File: src/rtl/fp_mult_sched.sv
// fp_mult_sched: two requesters share one single-precision multiplier.
// A round-robin arbiter grants one request at a time. The operands are
// registered, multiplied in the next cycle, and the result is held on the
// output port until the consumer takes it.
// Optional exception counter: define FP_MULT_EXC_CNT_EN to add cnt_clr/exc_cnt.
//
// fp_mult: combinational IEEE-754 binary32 multiplier.
// status bits: [0] zero, [1] infinity, [2] nan, [3] tiny, [4] huge, [5] inexact.
// rnd: 000 nearest-even, 001 toward zero, 010 toward +inf, 011 toward -inf,
//      100 nearest ties-away, 101 away from zero, others as nearest-even.

module fp_mult (
    input  logic [31:0] a,
    input  logic [31:0] b,
    input  logic [2:0]  rnd,
    output logic [31:0] z,
    output logic [7:0]  status
);

    logic               signZ;
    logic [7:0]         expA, expB, effA, effB;
    logic [22:0]        fracA, fracB;
    logic               aZero, bZero, aInf, bInf, aNan, bNan;
    logic [23:0]        sigA, sigB;
    logic [47:0]        prod, normProd, alignedProd, lostMask;
    logic [5:0]         lead, shamt;
    logic signed [10:0] biasedExp, rawShift;
    logic [7:0]         expPre;
    logic [22:0]        fracPre;
    logic               guardBit, stickyBit, roundInc, roundUpOnOvf;
    logic [30:0]        rounded;
    logic               tiny, overflow, inexact;

    // Unpack operands, multiply significands, normalise, round and pack.
    always_comb begin
        signZ     = a[31] ^ b[31];
        expA      = a[30:23];
        expB      = b[30:23];
        fracA     = a[22:0];
        fracB     = b[22:0];
        aZero     = (expA == 8'd0) && (fracA == 23'd0);
        bZero     = (expB == 8'd0) && (fracB == 23'd0);
        aInf      = (expA == 8'hFF) && (fracA == 23'd0);
        bInf      = (expB == 8'hFF) && (fracB == 23'd0);
        aNan      = (expA == 8'hFF) && (fracA != 23'd0);
        bNan      = (expB == 8'hFF) && (fracB != 23'd0);
        effA      = (expA == 8'd0) ? 8'd1 : expA;
        effB      = (expB == 8'd0) ? 8'd1 : expB;
        sigA      = {expA != 8'd0, fracA};
        sigB      = {expB != 8'd0, fracB};
        prod      = {24'd0, sigA} * {24'd0, sigB};

        lead = 6'd0;
        for (int i = 0; i < 48; i++) begin
            if (prod[i]) begin
                lead = i[5:0];
            end
        end

        // Exponent of the product once its leading one sits at bit 47.
        biasedExp = $signed({5'd0, lead}) + $signed({3'd0, effA})
                  + $signed({3'd0, effB}) - 11'sd173;
        normProd  = prod << (6'd47 - lead);

        rawShift    = 11'sd1 - biasedExp;
        shamt       = (rawShift > 11'sd48) ? 6'd48 : rawShift[5:0];
        lostMask    = ~({48{1'b1}} << shamt);
        alignedProd = normProd >> shamt;

        if (biasedExp >= 11'sd1) begin
            tiny      = 1'b0;
            expPre    = biasedExp[7:0];
            fracPre   = normProd[46:24];
            guardBit  = normProd[23];
            stickyBit = |normProd[22:0];
        end else begin
            tiny      = 1'b1;
            expPre    = {7'd0, alignedProd[47]};
            fracPre   = alignedProd[46:24];
            guardBit  = alignedProd[23];
            stickyBit = (|alignedProd[22:0]) | (|(normProd & lostMask));
        end

        case (rnd)
            3'b001:  roundInc = 1'b0;
            3'b010:  roundInc = !signZ && (guardBit || stickyBit);
            3'b011:  roundInc = signZ && (guardBit || stickyBit);
            3'b100:  roundInc = guardBit;
            3'b101:  roundInc = guardBit || stickyBit;
            default: roundInc = guardBit && (stickyBit || fracPre[0]);
        endcase

        case (rnd)
            3'b001:  roundUpOnOvf = 1'b0;
            3'b010:  roundUpOnOvf = !signZ;
            3'b011:  roundUpOnOvf = signZ;
            default: roundUpOnOvf = 1'b1;
        endcase

        // A carry out of the fraction bumps the exponent field naturally.
        rounded  = {expPre, fracPre} + {30'd0, roundInc};
        overflow = (biasedExp > 11'sd254) || (rounded[30:23] == 8'hFF);
        inexact  = guardBit || stickyBit;

        z      = {signZ, rounded};
        status = {2'b00, inexact, 1'b0, tiny, 1'b0, 1'b0, rounded == 31'd0};

        if (aNan || bNan || (aInf && bZero) || (bInf && aZero)) begin
            z      = 32'h7FC00000;
            status = 8'h04;
        end else if (aInf || bInf) begin
            z      = {signZ, 8'hFF, 23'd0};
            status = 8'h02;
        end else if (aZero || bZero) begin
            z      = {signZ, 31'd0};
            status = 8'h01;
        end else if (overflow) begin
            z      = roundUpOnOvf ? {signZ, 8'hFF, 23'd0} : {signZ, 8'hFE, 23'h7FFFFF};
            status = {2'b00, 1'b1, 1'b1, 2'b00, roundUpOnOvf, 1'b0};
        end
    end

endmodule

module fp_mult_sched (
    input  logic        clk,
    input  logic        rst,
    input  logic        req0_valid,
    output logic        req0_ready,
    input  logic [31:0] req0_a,
    input  logic [31:0] req0_b,
    input  logic [2:0]  req0_rnd,
    input  logic        req1_valid,
    output logic        req1_ready,
    input  logic [31:0] req1_a,
    input  logic [31:0] req1_b,
    input  logic [2:0]  req1_rnd,
    output logic        out_valid,
    input  logic        out_ready,
    output logic [31:0] out_z,
    output logic [7:0]  out_status,
    output logic        out_id
`ifdef FP_MULT_EXC_CNT_EN
    ,
    input  logic        cnt_clr,
    output logic [15:0] exc_cnt
`endif
);

    typedef enum logic [1:0] {IDLE, EXEC, DONE} state_t;

    state_t      state_q, state_d;
    logic        lastServed_q;
    logic [31:0] opA_q, opB_q;
    logic [2:0]  opRnd_q;
    logic        opId_q;
    logic [31:0] outZ_q;
    logic [7:0]  outStatus_q;
    logic        outId_q;
    logic        grant0, grant1, accept0, accept1;
    logic [31:0] multZ;
    logic [7:0]  multStatus;

    fp_mult uMult (
        .a      (opA_q),
        .b      (opB_q),
        .rnd    (opRnd_q),
        .z      (multZ),
        .status (multStatus)
    );

    // Round-robin grant: on a tie the requester not served last wins.
    always_comb begin
        grant0     = req0_valid && (!req1_valid || lastServed_q);
        grant1     = req1_valid && (!req0_valid || !lastServed_q);
        req0_ready = (state_q == IDLE) && grant0 && !rst;
        req1_ready = (state_q == IDLE) && grant1 && !rst;
        accept0    = req0_valid && req0_ready;
        accept1    = req1_valid && req1_ready;
    end

    // Next-state logic for the accept / execute / deliver sequence.
    always_comb begin
        state_d = state_q;
        case (state_q)
            IDLE:    if (accept0 || accept1) state_d = EXEC;
            EXEC:    state_d = DONE;
            DONE:    if (out_ready) state_d = IDLE;
            default: state_d = IDLE;
        endcase
    end

    // State, operand capture, arbitration pointer and result registers.
    always_ff @(posedge clk) begin
        if (rst) begin
            state_q      <= IDLE;
            lastServed_q <= 1'b1;
            opA_q        <= 32'd0;
            opB_q        <= 32'd0;
            opRnd_q      <= 3'd0;
            opId_q       <= 1'b0;
            outZ_q       <= 32'd0;
            outStatus_q  <= 8'd0;
            outId_q      <= 1'b0;
        end else begin
            state_q <= state_d;
            if (accept0) begin
                opA_q        <= req0_a;
                opB_q        <= req0_b;
                opRnd_q      <= req0_rnd;
                opId_q       <= 1'b0;
                lastServed_q <= 1'b0;
            end else if (accept1) begin
                opA_q        <= req1_a;
                opB_q        <= req1_b;
                opRnd_q      <= req1_rnd;
                opId_q       <= 1'b1;
                lastServed_q <= 1'b1;
            end
            if (state_q == EXEC) begin
                outZ_q      <= multZ;
                outStatus_q <= multStatus;
                outId_q     <= opId_q;
            end
        end
    end

    assign out_valid  = (state_q == DONE);
    assign out_z      = outZ_q;
    assign out_status = outStatus_q;
    assign out_id     = outId_q;

`ifdef FP_MULT_EXC_CNT_EN
    logic [15:0] excCnt_q;

    // Count delivered results flagged nan, tiny or huge; clear wins over count.
    always_ff @(posedge clk) begin
        if (rst || cnt_clr) begin
            excCnt_q <= 16'd0;
        end else if (out_valid && out_ready && (|out_status[4:2])
                     && (excCnt_q != 16'hFFFF)) begin
            excCnt_q <= excCnt_q + 16'd1;
        end
    end

    assign exc_cnt = excCnt_q;
`endif

endmodule

File: config.mk
export PLATFORM = sky130hd
export DESIGN_NAME = fp_mult_sched
export DESIGN_NICKNAME = d
export VERILOG_FILES = /design/src/rtl/fp_mult_sched.sv
export SDC_FILE = /design/constraint.sdc
export NUM_CORES = 2
export LEC_CHECK = 0
export ABC_AREA = 1
export BUFFER_PORTS_ARGS = -buffer_cell sky130_fd_sc_hd__buf_2
export CAP_MARGIN = 40
export CORE_ASPECT_RATIO = 0.5
export CORE_MARGIN = 3
export CORE_UTILIZATION = 30
export DETAILED_ROUTE_END_ITERATION = 8
export GPL_TIMING_DRIVEN = 0
export PLACE_DENSITY = 0.52
export SYNTH_ARGS = -nofsm -noshare
export SYNTH_HDL_FRONTEND = slang
export SYNTH_SLANG_ARGS = --single-unit
File: constraint.sdc
create_clock -name clk -period 16.3 [get_ports clk]
set_input_delay 3.26 -clock clk [delete_from_list [all_inputs] [get_ports clk]]
set_output_delay 3.26 -clock clk [all_outputs]
set_load 0.005 [all_outputs]
==> impl_metrics.csv <==
group,metric,value,unit
floorplanning,rows,85,
setup_path,cpMaxStageDelayCell,"dfxtp_1",
synth,synth_compound_area_share,7.37,%
synth,synthMostInstantiatedCell,"nand2_1",
floorplanning,die_y,241,um
placement,hpwl,117000,um
synth,synth_fa_ha_area_share,36.7,%
sta,skew,0.0131,ns
sta,period_share,96.5,%
synth,syn_inst,5123,
floorplanning,fp.dieW,477,um
floorplanning,io_pins,183,
final_layout,syn_to_final_growth,18.8,%
synth,syn_area,0.0332,sq mm
clocking,clock_latency,0.36,ns
setup_path,critPathKind,"reg -> reg",
drt,routed_wl,143000,um
final_layout,fin_area,0.0395,sq mm
run,maxCapViolCount,0,
setup_path,cp_max_fo,12,
status,outcome,"finished clean",
drt,final_antenna_net_count,0,
global_route,grt_pass1_vias,33896,
synth,synth.largest_area_cell,"fa_1",
placement,portBuffers,179,
synth,yosys.area_share.xor_xnor,1.79,%
final_layout,multi_input_area,0.0273,sq mm
synth,synth_top_area_share,29.1,%
sta,min_period,15.73,ns
global_route,antenna_found_initial,0,
sta,hold_slack,0.467,ns
clocking,clock_sinks,110,
clocking,cts_made_buffers,9,
min_path,hp-start,"opA_q[23]",
floorplanning,initial_core_util,30.6,%
setup_path,crit_top_cell,"nand2_1",
setup_path,worstSetupEndpointType,"register",
drt,drtIter0Drc,3281,
sta,finalHoldViolCount,0,
global_route,grtUsageTotal,23.8,%
clocking,clk_pin_slew,0.08,ns
final_layout,area.sequential,0.00234,sq mm
floorplanning,core-area,0.109,sq mm
sta,relSlewSlack,39.5,%
min_path,hold_class,"reg -> reg",
setup_path,startpoint_type,"register",
setup_path,worstReg2RegStart,"opA_q[3]",
synth,synth.avg_cell_area,6.49,sq um
synth,ys_top_cells_by_count,"1395 x nand2_1, 1026 x inv_1, 573 x nand3_1",
synth,ys_top_cells_by_area,"fa_1 29%, nand2_1 16%, inv_1 12%, nand3_1 8.6%, ha_1 7.6%",
synth,ys_types,66,
drt,drt-vias-per-instance,5.09,
synth,async_flop_share,0,%
synth,ys_warn_count,0,
synth,seq_area_frac_synth,6.62,%
final_layout,drive_gt1_share,15.7,%
global_route,grt_pass1_wl,209000,um
sta,finalSetupViolations,0,
placement,place.gp.congestion,1.01,
setup_path,crit_path_start,"opA_q[3]",
final_layout,nets,6227,
sta,worst_pin_slew,0.899,ns
sta,fmax,63.6,MHz
drt,firstDrtPassIters,6,
global_route,grt_max_degree,20,
setup_path,crit_required,16.60,ns
sta,finalSetupTns,0,ns
clocking,cts_tree,"built",
floorplanning,die-area,0.115,sq mm
setup_path,slowest_delay,0.61,ns
synth,synth-edff-count,0,
sta,maxSlewViolCount,0,
final_layout,nFillCells,11940,
clocking,root_buffer,"clkbuf_16",
global_route,overflow,0,
clocking,clockBufferDepth,2,
placement,place_area,0.0361,sq mm
synth,synth_ff_type,"dfxtp_1",
synth,ys_ff_latch,110,
clocking,cts_max_level,3,
setup_path,cp.arrival,16.03,ns
clocking,hold_buffers,0,
drt,vias,35028,
drt,wire_per_inst,20.7,um
synth,synth_top_family_by_area,"adder cells",
drt,drt_drc_violations_left,0,
synth,synthSimpleGateAreaFrac,31.8,%
synth,synthMuxAreaShare,0,%
final_layout,final_core_util,36.3,%
[state kept, by name (all words and copies together), names as in the netlist]
signal and flops:
out_z 32, opA_q 32, state_q 2, opRnd_q 3, out_status 6, opId_q 1, opB_q 32, lastServed_q 1
out_id 1
[logic make-up after synthesis]
family,after synthesis
flops,110
other cells,1
compound gates,433
xor+xnor,62
fa+ha+maj,686
buf+inv,1345
simple gates,2486
[stage by stage]
| stage | setup WS (ns) | std cells |
|---|---|---|
| after global routing | -0.153 | 6886 |
| after floorplan | 1.41 | 5124 |
| after CTS | 0.0109 | 6818 |
| final | 0.573 | 6887 |
| after global placement | -3.35 | 6782 |
| after detailed placement | -3.32 | 6788 |
[final cells by class]
cell class,instances,share of cell area (%)
diodes,1,0.00634
plain buffers,244,4.34
clock buffers,10,0.580
clock inverters,6,0.139
inverters,1048,10.1
multi-input cells,3671,69.0
flip-flops and latches,110,5.93
well taps,1479,4.69
repair buffers,318,5.18
[path summary, 6_finish.rpt]
check                   end  slack [ns]  cells past startpoint
setup / recovery   out_z[8]        0.57                     89
hold / removal    opA_q[23]        0.47                      2
setup reg to reg   out_z[8]        0.57                     89
hold reg to reg   opA_q[23]        0.47                      2
[metal layers]
layer	GRT usage (%)	part of all wire [%]
met2	40.5	47
met5	0	0
met4	6.46	3.3
met3	2.42	6.7
met1	32.4	43
[placed cells by master, fill, tap and decap left out, types with 10 or more instances in the layout]
cell,netlist,routed
a21oi_1,182,168
a21oi_2,5,12
buf_2,34,213
buf_4,15,162
buf_6,7,21
clkbuf_1,228,75
clkbuf_16,0,14
clkbuf_2,0,18
clkbuf_4,0,29
clkbuf_8,0,19
dfxtp_1,110,66
dfxtp_2,0,10
dfxtp_4,0,34
fa_1,484,479
ha_1,202,177
ha_4,0,21
inv_1,1026,1009
inv_2,14,25
nand2_1,1395,1362
nand2_2,24,49
nand2_4,4,11
nand3_1,573,562
nand3_2,9,17
nand3b_1,10,10
nand4_1,51,51
nor2_1,345,324
nor2_2,13,22
nor2_4,4,16
nor3_1,25,21
nor4_1,16,14
o21ai_0,164,133
o21ai_1,5,23
o21ai_2,7,16
xor2_1,39,15
xor2_2,4,16
xor2_4,0,12
[worst max-delay path: cells and delay by family, from the launching register on]
family / cells / cell delay [ns]
compound gates: 22 / 3.44
xor+xnor: 3 / 0.60
fa+ha+maj: 13 / 4.92
buf+inv: 17 / 2.00
flops: 1 / 0.61
simple gates: 34 / 4.02
[what timing repair did]
action,in CTS,in global routing
endpoints found under the setup margin,35,35
pin swaps,46,109
gates resized for setup,397,325
buffers inserted,60,72
gates cloned,1,3
Power is not shown: default switching activity piles up to over one toggle a cycle in this logic, so the estimate is an artifact.
